**src/rtl/lstm_pkg.sv**
```systemverilog
// Shared definitions for the LSTM gate sequencing logic: controller state
// encoding, gate index constants and the element/timestep address width.
package lstm_pkg;

   localparam int ADDR_W = 8;

   localparam logic [1:0] GATE_F = 2'd0;
   localparam logic [1:0] GATE_I = 2'd1;
   localparam logic [1:0] GATE_C = 2'd2;
   localparam logic [1:0] GATE_O = 2'd3;

   typedef enum logic [1:0] {
      ST_IDLE = 2'd0,
      ST_RUN  = 2'd1,
      ST_DONE = 2'd2
   } state_t;

endpackage

```
**src/rtl/lstm_elem_cnt.sv**
```systemverilog
// Wrapping modulo-MAX counter with enable and clear. The count holds whenever
// en is low, which is how a consumer stall freezes sequencing. tc flags the
// terminal value MAX-1 combinationally so the caller can act on the wrap edge.
module lstm_elem_cnt
   import lstm_pkg::*;
#(
   parameter int MAX = 30,
   parameter int W   = ADDR_W
) (
   input  logic         clk,
   input  logic         rst,
   input  logic         clr,
   input  logic         en,
   output logic [W-1:0] cnt,
   output logic         tc
);

   assign tc = (cnt == W'(MAX - 1));

   // Count up on enable, wrapping MAX-1 -> 0; reset and clear both return to 0.
   always_ff @(posedge clk) begin
      if (rst || clr) begin
         cnt <= '0;
      end else if (en) begin
         cnt <= tc ? '0 : cnt + 1'b1;
      end
   end

endmodule

```
**src/rtl/lstm_gate_sched.sv**
```systemverilog
// Sequencing controller for the LSTM gate weight buffers. Each timestep it
// streams INPUT_SIZE read strobes to every gate buffer in order, driving the
// shared MAC's input address and clear/valid/last controls alongside, then
// spends one DONE cycle reporting step/sequence completion.
// Per-element strobes (r_en, mac_*) are decoded from registered state and
// the live hold input, so a stall suppresses them in the very cycle it is seen.
module lstm_gate_sched
   import lstm_pkg::*;
#(
   parameter int INPUT_SIZE = 30,
   parameter int GATES      = 4,
   parameter int SEQ_LEN    = 16
) (
   input  logic              clk,
   input  logic              rst,
   input  logic              start,
   input  logic              hold,
   output logic [GATES-1:0]  r_en,
   output logic [1:0]        gate_sel,
   output logic [ADDR_W-1:0] x_addr,
   output logic [ADDR_W-1:0] t_idx,
   output logic              mac_clr,
   output logic              mac_valid,
   output logic              mac_last,
   output logic              gate_done,
   output logic              step_done,
   output logic              seq_done,
   output logic              busy
);

   if (GATES < 1 || GATES > 4) begin : g_bad_gates
      $error("lstm_gate_sched: GATES must be 1..4 (gate_sel is 2 bits)");
   end
   if (INPUT_SIZE < 2 || INPUT_SIZE > 255) begin : g_bad_input_size
      $error("lstm_gate_sched: INPUT_SIZE must be 2..255");
   end
   if (SEQ_LEN < 1 || SEQ_LEN > 256) begin : g_bad_seq_len
      $error("lstm_gate_sched: SEQ_LEN must be 1..256");
   end

   state_t     state;
   logic [1:0] gate_q;
   logic       adv;
   logic       elem_tc;
   logic       t_tc;
   logic       last_gate;

   // An element is consumed only in RUN with no stall; every counter keys off this.
   assign adv       = (state == ST_RUN) && !hold;
   assign last_gate = (gate_q == 2'(GATES - 1));

   lstm_elem_cnt #(.MAX(INPUT_SIZE), .W(ADDR_W)) u_elem_cnt (
      .clk (clk),
      .rst (rst),
      .clr (1'b0),
      .en  (adv),
      .cnt (x_addr),
      .tc  (elem_tc)
   );

   lstm_elem_cnt #(.MAX(SEQ_LEN), .W(ADDR_W)) u_step_cnt (
      .clk (clk),
      .rst (rst),
      .clr (1'b0),
      .en  (state == ST_DONE),
      .cnt (t_idx),
      .tc  (t_tc)
   );

   assign gate_sel  = gate_q;
   assign r_en      = adv ? (GATES'(1) << gate_q) : '0;
   assign mac_valid = adv;
   assign mac_clr   = adv && (x_addr == '0);
   assign mac_last  = adv && elem_tc;

   // Controller FSM with registered gate index and completion pulses.
   always_ff @(posedge clk) begin
      if (rst) begin
         state     <= ST_IDLE;
         gate_q    <= GATE_F;
         gate_done <= 1'b0;
         step_done <= 1'b0;
         seq_done  <= 1'b0;
         busy      <= 1'b0;
      end else begin
         gate_done <= adv && elem_tc;
         step_done <= 1'b0;
         seq_done  <= 1'b0;
         case (state)
            ST_IDLE: begin
               if (start) begin
                  state <= ST_RUN;
                  busy  <= 1'b1;
               end
            end
            ST_RUN: begin
               if (adv && elem_tc) begin
                  if (last_gate) begin
                     state     <= ST_DONE;
                     gate_q    <= GATE_F;
                     step_done <= 1'b1;
                     seq_done  <= t_tc;
                  end else begin
                     gate_q <= gate_q + 2'd1;
                  end
               end
            end
            ST_DONE: begin
               state <= ST_IDLE;
               busy  <= 1'b0;
            end
            default: begin
               state <= ST_IDLE;
               busy  <= 1'b0;
            end
         endcase
      end
   end

endmodule
```
**config.mk**
```make
export PLATFORM = sky130hd
export DESIGN_NAME = lstm_gate_sched
export DESIGN_NICKNAME = d
export VERILOG_FILES = /design/src/rtl/lstm_pkg.sv /design/src/rtl/lstm_elem_cnt.sv /design/src/rtl/lstm_gate_sched.sv
export SDC_FILE = /design/constraint.sdc
export NUM_CORES = 1
export LEC_CHECK = 0
export CORE_UTILIZATION = 50
export DETAILED_ROUTE_END_ITERATION = 7
export GPL_TIMING_DRIVEN = 1
export PLACE_DENSITY = 0.8
export SLEW_MARGIN = 25
export SYNTH_ARGS = -nofsm -noshare
export SYNTH_HDL_FRONTEND = slang
export SYNTH_HIERARCHICAL = 1
export SYNTH_SLANG_ARGS = --single-unit
```
**constraint.sdc**
```tcl
create_clock -name clk -period 4.51 [get_ports clk]
set_clock_uncertainty 0.15 [all_clocks]
set_input_delay 0.902 -clock clk [delete_from_list [all_inputs] [get_ports clk]]
set_output_delay 0.902 -clock clk [all_outputs]
set_load 0.01 [all_outputs]
```
* Yosys cells after proc, flatten, opt, wreduce, memory -nomap -nowiden
Index checks and enable logic that the tools add are counted.
** Word-level totals
- Bits in registers :: 24
- Word-level logic and storage cells :: 45
- Bits of input ports :: 4
- Output and inout port bits :: 29
** Operators by class
- Shifts and indexed selects :: 1
- Reduce and logical (&&, ||, !) cells :: 11
- Eq/ne operators :: 8
- Add/sub/neg operators :: 3
- Bitwise logic cells :: 3
- Muxes and demuxes :: 11
** Operators with widths (number)
- adder 8 x 1 -> 8 bit, second input constant :: 2
- 2-to-1 mux 8 bit :: 2
- == test 8 x 4 -> 1 bit, second input constant :: 1
- == test 8 x 5 -> 1 bit, second input constant :: 1
- logical NOT 8 bit :: 1
- 2-to-1 mux 2 bit :: 4
- != test 2 bit, second input constant :: 3
- == test 2 bit, second input constant :: 2
- 2-to-1 mux 4 bit :: 1
- case mux 2 bit (2 select lines) :: 1
- AND reduction 2 bit :: 2
- OR reduction 4 bit :: 1
- << shifter 1 x 2 -> 4 bit, first input constant :: 1
- logical AND 1 bit :: 3
- NOT 1 bit :: 3
- AND reduction 3 bit :: 1
- OR reduction 3 bit :: 1
- adder 2 x 1 -> 2 bit, second input constant :: 1
- == test 2 x 1 -> 1 bit, second input constant :: 1
- logical NOT 2 bit :: 1
- 2-to-1 mux 1 bit :: 2
- case mux 1 bit (2 select lines) :: 1
- logical NOT 1 bit :: 1

* Depth between registers and ports, before layout
- Word-level depth :: 5
- Mapped depth :: 6
- Mapped depth without buffers :: 6

* By module
The synthesis kept the hierarchy.
** By module, submodules not included
- lstm_gate_sched :: cells each 44, instances 1, seq. area each 160.2 µm², area an instance 429.2 µm²
- lstm_elem_cnt at u_elem_cnt :: cells each 43, instances 1, seq. area each 160.2 µm², area an instance 406.6 µm²
- lstm_elem_cnt at u_step_cnt :: cells each 43, instances 1, seq. area each 160.2 µm², area an instance 391.6 µm²

* Worst setup path after synthesis
OpenSTA, ideal clock, no wires.
- Kind :: input -> output
- Start point :: input hold
- End point :: output mac_clr
- Slack :: 1.973 ns
- Data arrival time :: 1.485 ns
- Cell stages on the path :: 2
- Path buffers :: 0
- Data required time :: 3.458 ns
- Path through :: nor3b_2 > and3_1
** Between the ends
- Word-level cells in the longest chain between the ends :: 3
** RTL lines
- from (decl) :: RTL line lstm_gate_sched.sv:17 : input logic hold,
- logical NOT 1 bit :: RTL line lstm_gate_sched.sv:49 : assign adv = (state == ST_RUN) && !hold;
- logical AND 1 bit :: RTL line lstm_gate_sched.sv:49
- logical AND 1 bit :: RTL line lstm_gate_sched.sv:73 : assign mac_clr = adv && (x_addr == '0);
- to (decl) :: RTL line lstm_gate_sched.sv:22 : output logic mac_clr,
No other way between the ends.

* Worst setup path after layout
- Start point :: register u_elem_cnt.cnt[0]
- End point :: output mac_last
** Between the ends
- Word-level cells in the longest chain between the ends :: 2
** RTL lines
- from (decl) :: RTL line lstm_elem_cnt.sv:14 : output logic [W-1:0] cnt,
- from (signal assigned) :: RTL line lstm_elem_cnt.sv:25 : cnt <= tc ? '0 : cnt + 1'b1;
- == test 8 x 5 -> 1 bit :: RTL line lstm_elem_cnt.sv:18 : assign tc = (cnt == W'(MAX - 1));
- named net elem_tc :: RTL line lstm_gate_sched.sv:44 : logic elem_tc;
- logical AND 1 bit :: RTL line lstm_gate_sched.sv:74 : assign mac_last = adv && elem_tc;
- to (decl) :: RTL line lstm_gate_sched.sv:24 : output logic mac_last,
The timed path passes the listed nets, and every way through them passes these cells.

==> summary.md <==
| Metric | Value |
|---|---|
| Post-synthesis cell count | `130` |
| Setup TNS | `0 ns` |
| Drt pass-1 iters | `4` |
| Die W | `approximately 50 um` |
| Post-synthesis sequential area ratio | `0.391` |
| Vias post-DR | `about 1,100` |
| CP Capture Type | `output pin` |
| Ys flop type | `dfxtp_1` |
| Reg clk slew, reported paths | `~0.13 ns` |
| Post-DRT Antenna Nets | `0` |
| Final min period | `between 3 and 4 ns` |
| Max clock buf depth | `2` |
| IO buf count | `32` |
| Status | `complete, no violations` |
| Worst path max stage delay | `0.54 ns` |
| Hold Buf Count CTS | `0` |
| Cts bufs inserted | `3` |
| Mean Syn Cell Area | `9.44 um2` |
| Core ar. | `approximately 2300 um2` |
| Vias per cell | `around 5.5` |
| Pin count of the biggest net entering global routing | `15` |
| Max-Slew Margin vs Limit | `0.583` |
| Post-CTS Setup Bufs | `0` |
| Area growth from synthesis to layout | `31.5%` |
| Gr usage total | `0.208` |
| Final Hold Vio Count | `0` |
| Wire per inst | `12.4 um` |
| Unique masters post-synth | `41` |
| Post-synth ARST share | `0` |
| CP cell instances | `ha_1, nand2b_1, nor4_1, and4bb_4, clkdlybuf4s50_1` |
| Leakage | `0.546 nW` |
| Pre-CTS setup slack | `1.01 ns` |
| CP max stage cell | `clkdlybuf4s50_1` |
| Crit Path Max Fanout | `7` |
| Yosys warns | `6` |
| Final Non-Filler Cells | `approximately 190` |
| Share of cells above drive strength 1 | `0.103` |
| CTS Root Cell | `clkbuf_4` |
| TritonCTS clock tree | `done` |
| Num ports | `33` |
| Routed wire length | `~2400 um` |
| Antenna fix cells | `0` |
| Max_cap viols | `0` |
| Slew Limit Fails | `0` |
| DRC errors left | `0` |
| Fmax | `between 200 and 300 MHz` |
| Seq cells post-synth | `24` |
| RSZ-0062 raised after global routing | `false` |
| Dpl cells | `roughly 190` |
| Starting density of the core | `0.544` |
| Post-route clock period utilization | `0.786` |
| Die Y | `51.5 um` |
| Rows | `17` |
| Crit path DAT | `about 2.5 ns` |
| Post-CTS Resized | `0` |
| H-tree levels | `1` |
| Crit start category | `flip-flop` |
| Violation count after the first detailed-route iteration | `24` |
| First-pass GRT wire length | `between 4000 and 5000 um` |
| Nets | `177` |
| GRT overflow | `0` |
| Setup CP Type | `reg2out` |
| Worst Tran Pin Value | `roughly 0.62 ns` |
| Die area | `~2700 um2` |
| Power, Total | `roughly 350 uW` |
| R2r worst-path depth | `5` |
| DP HPWL | `1770 um` |
| Vias in the first global route | `a little over 900` |
| Placer Congestion | `just over 0.7` |
| Post-synth EDFFs | `0` |
| Setup violations, final | `0` |
| P per Cell Area | `218 nW/um2` |
| Post-route worst setup slack | `between 0.9 and 1 ns` |
| CP required | `3.46 ns` |
| Mapped cell area | `1230 um2` |
| Hold path cells | `1` |
| Clock sink total | `24` |
| Initial antenna violation count | `0` |
| Hold Crit Class | `reg2reg` |
| Clock latency on the worst-skew pair | `~0.31 ns` |
| Peak VDD IR | `0.170 mV` |
[per-layer routing]
metal,vias up,global-route usage,wire (um),part of all wire
met1,488,0.273,1120,0.46
met3,2,0.0556,120,0.050
met4,0,0.0676,14,0.0058
li1,541,-,-,-
met2,31,0.331,1150,0.48
met5,-,0,0,0
[worst max-delay path, delay by kind of cell, from the launching register on]
family,cells,cell delay (ns)
AND/OR/NAND/NOR,3,0.97
buffers and inverters,1,0.54
flip-flops,1,0.49
adder cells (fa/ha/maj),1,0.19
[placed cells by master (no fill, tap or decap), types with 2 or more instances in the layout]
cell type,instances
clkdlybuf4s50_1,32
dfxtp_1,24
nor2_1,12
ha_1,7
nand2_1,6
nand4_1,5
xor2_1,5
a21oi_1,5
nand3_1,5
and2_1,4
nor4_1,4
inv_1,4
nor2b_1,4
nand2b_1,4
or3_1,4
nor3_1,3
clkbuf_4,3
o21ai_0,3
or4_4,3
mux2i_1,2
conb_1,2
xnor2_1,2
o31ai_1,2
a21oi_2,2
[cell usage after synthesis (2+ instances only)]
library cell / count / share of area
nand3_1: 5 / 0.020
nor3_1: 3 / 0.012
xor2_1: 5 / 0.036
nand2_1: 6 / 0.018
and2_1: 4 / 0.020
nand2b_1: 4 / 0.020
inv_1: 4 / 0.012
xnor2_1: 2 / 0.014
ha_1: 7 / 0.071
a21oi_2: 2 / 0.014
a21oi_1: 5 / 0.020
nor4_1: 4 / 0.020
nor2b_1: 4 / 0.020
mux2i_1: 2 / 0.016
o31ai_1: 2 / 0.012
nand4_1: 5 / 0.025
nor2_1: 12 / 0.037
dfxtp_1: 24 / 0.39
or3_1: 4 / 0.020
or4_4: 3 / 0.028
o21ai_0: 3 / 0.012
[per-stage QoR]
stage	hold slack, ns	utilization	instance area (um2)
detailed placement	0.312	0.700	1580
global placement	0.307	0.700	1580
global route	0.366	0.716	1610
floorplan	0.359	-	1230
CTS	0.347	0.716	1610
finish	0.341	0.716	1610
[where the power goes]
| group | switching (mW) | internal, mW |
|---|---|---|
| Combinational | 0.0114 | 0.0131 |
| Sequential | 0.00247 | 0.214 |
| Clock | 0.0613 | 0.0493 |
| Total | 0.0752 | 0.276 |
[state kept, by name (all words and copies together) (netlist names)]
name            cells
gate_done           1
seq_done            1
step_done           1
gate_sel            2
state               2
u_elem_cnt/cnt      8
u_step_cnt/cnt      8
busy                1
[path summary, 6_finish.rpt]
kind,start,endpoint,slack (ns)
min reg2reg,busy$_SDFFE_PP0P_,busy$_SDFFE_PP0P_,0.34
max reg2reg,u_elem_cnt/cnt[0]$_SDFFE_PP0P_,gate_sel[0]$_SDFFE_PP0P_,2.32
max,u_elem_cnt/cnt[0]$_SDFFE_PP0P_,mac_last,0.97
min,busy$_SDFFE_PP0P_,busy$_SDFFE_PP0P_,0.34
[cell families (layout without fill, tap and decap cells)]
logic type / count (synthesis) / in the layout / share of synthesized area
and+or+nand+nor: 63 / 63 / 0.315
xor gates and xnor gates: 7 / 7 / 0.0500
DFF: 24 / 24 / 0.391
buffers and inverters: 7 / 41 / 0.0255
other: 1 / 2 / 0.00306
muxes: 3 / 3 / 0.0285
adders and majority gates: 7 / 7 / 0.0714
AOI/OAI and AO/OA: 18 / 18 / 0.115
[area by class of cell]
cell class,instances,area (um2)
multi-input cells,100,719
fillers,195,641
flip-flops and latches,24,480
repair buffers,33,328
clock buffers,4,36.3
well taps,28,35.0
inverters,4,15.0
(Power assumes the default switching activity.)
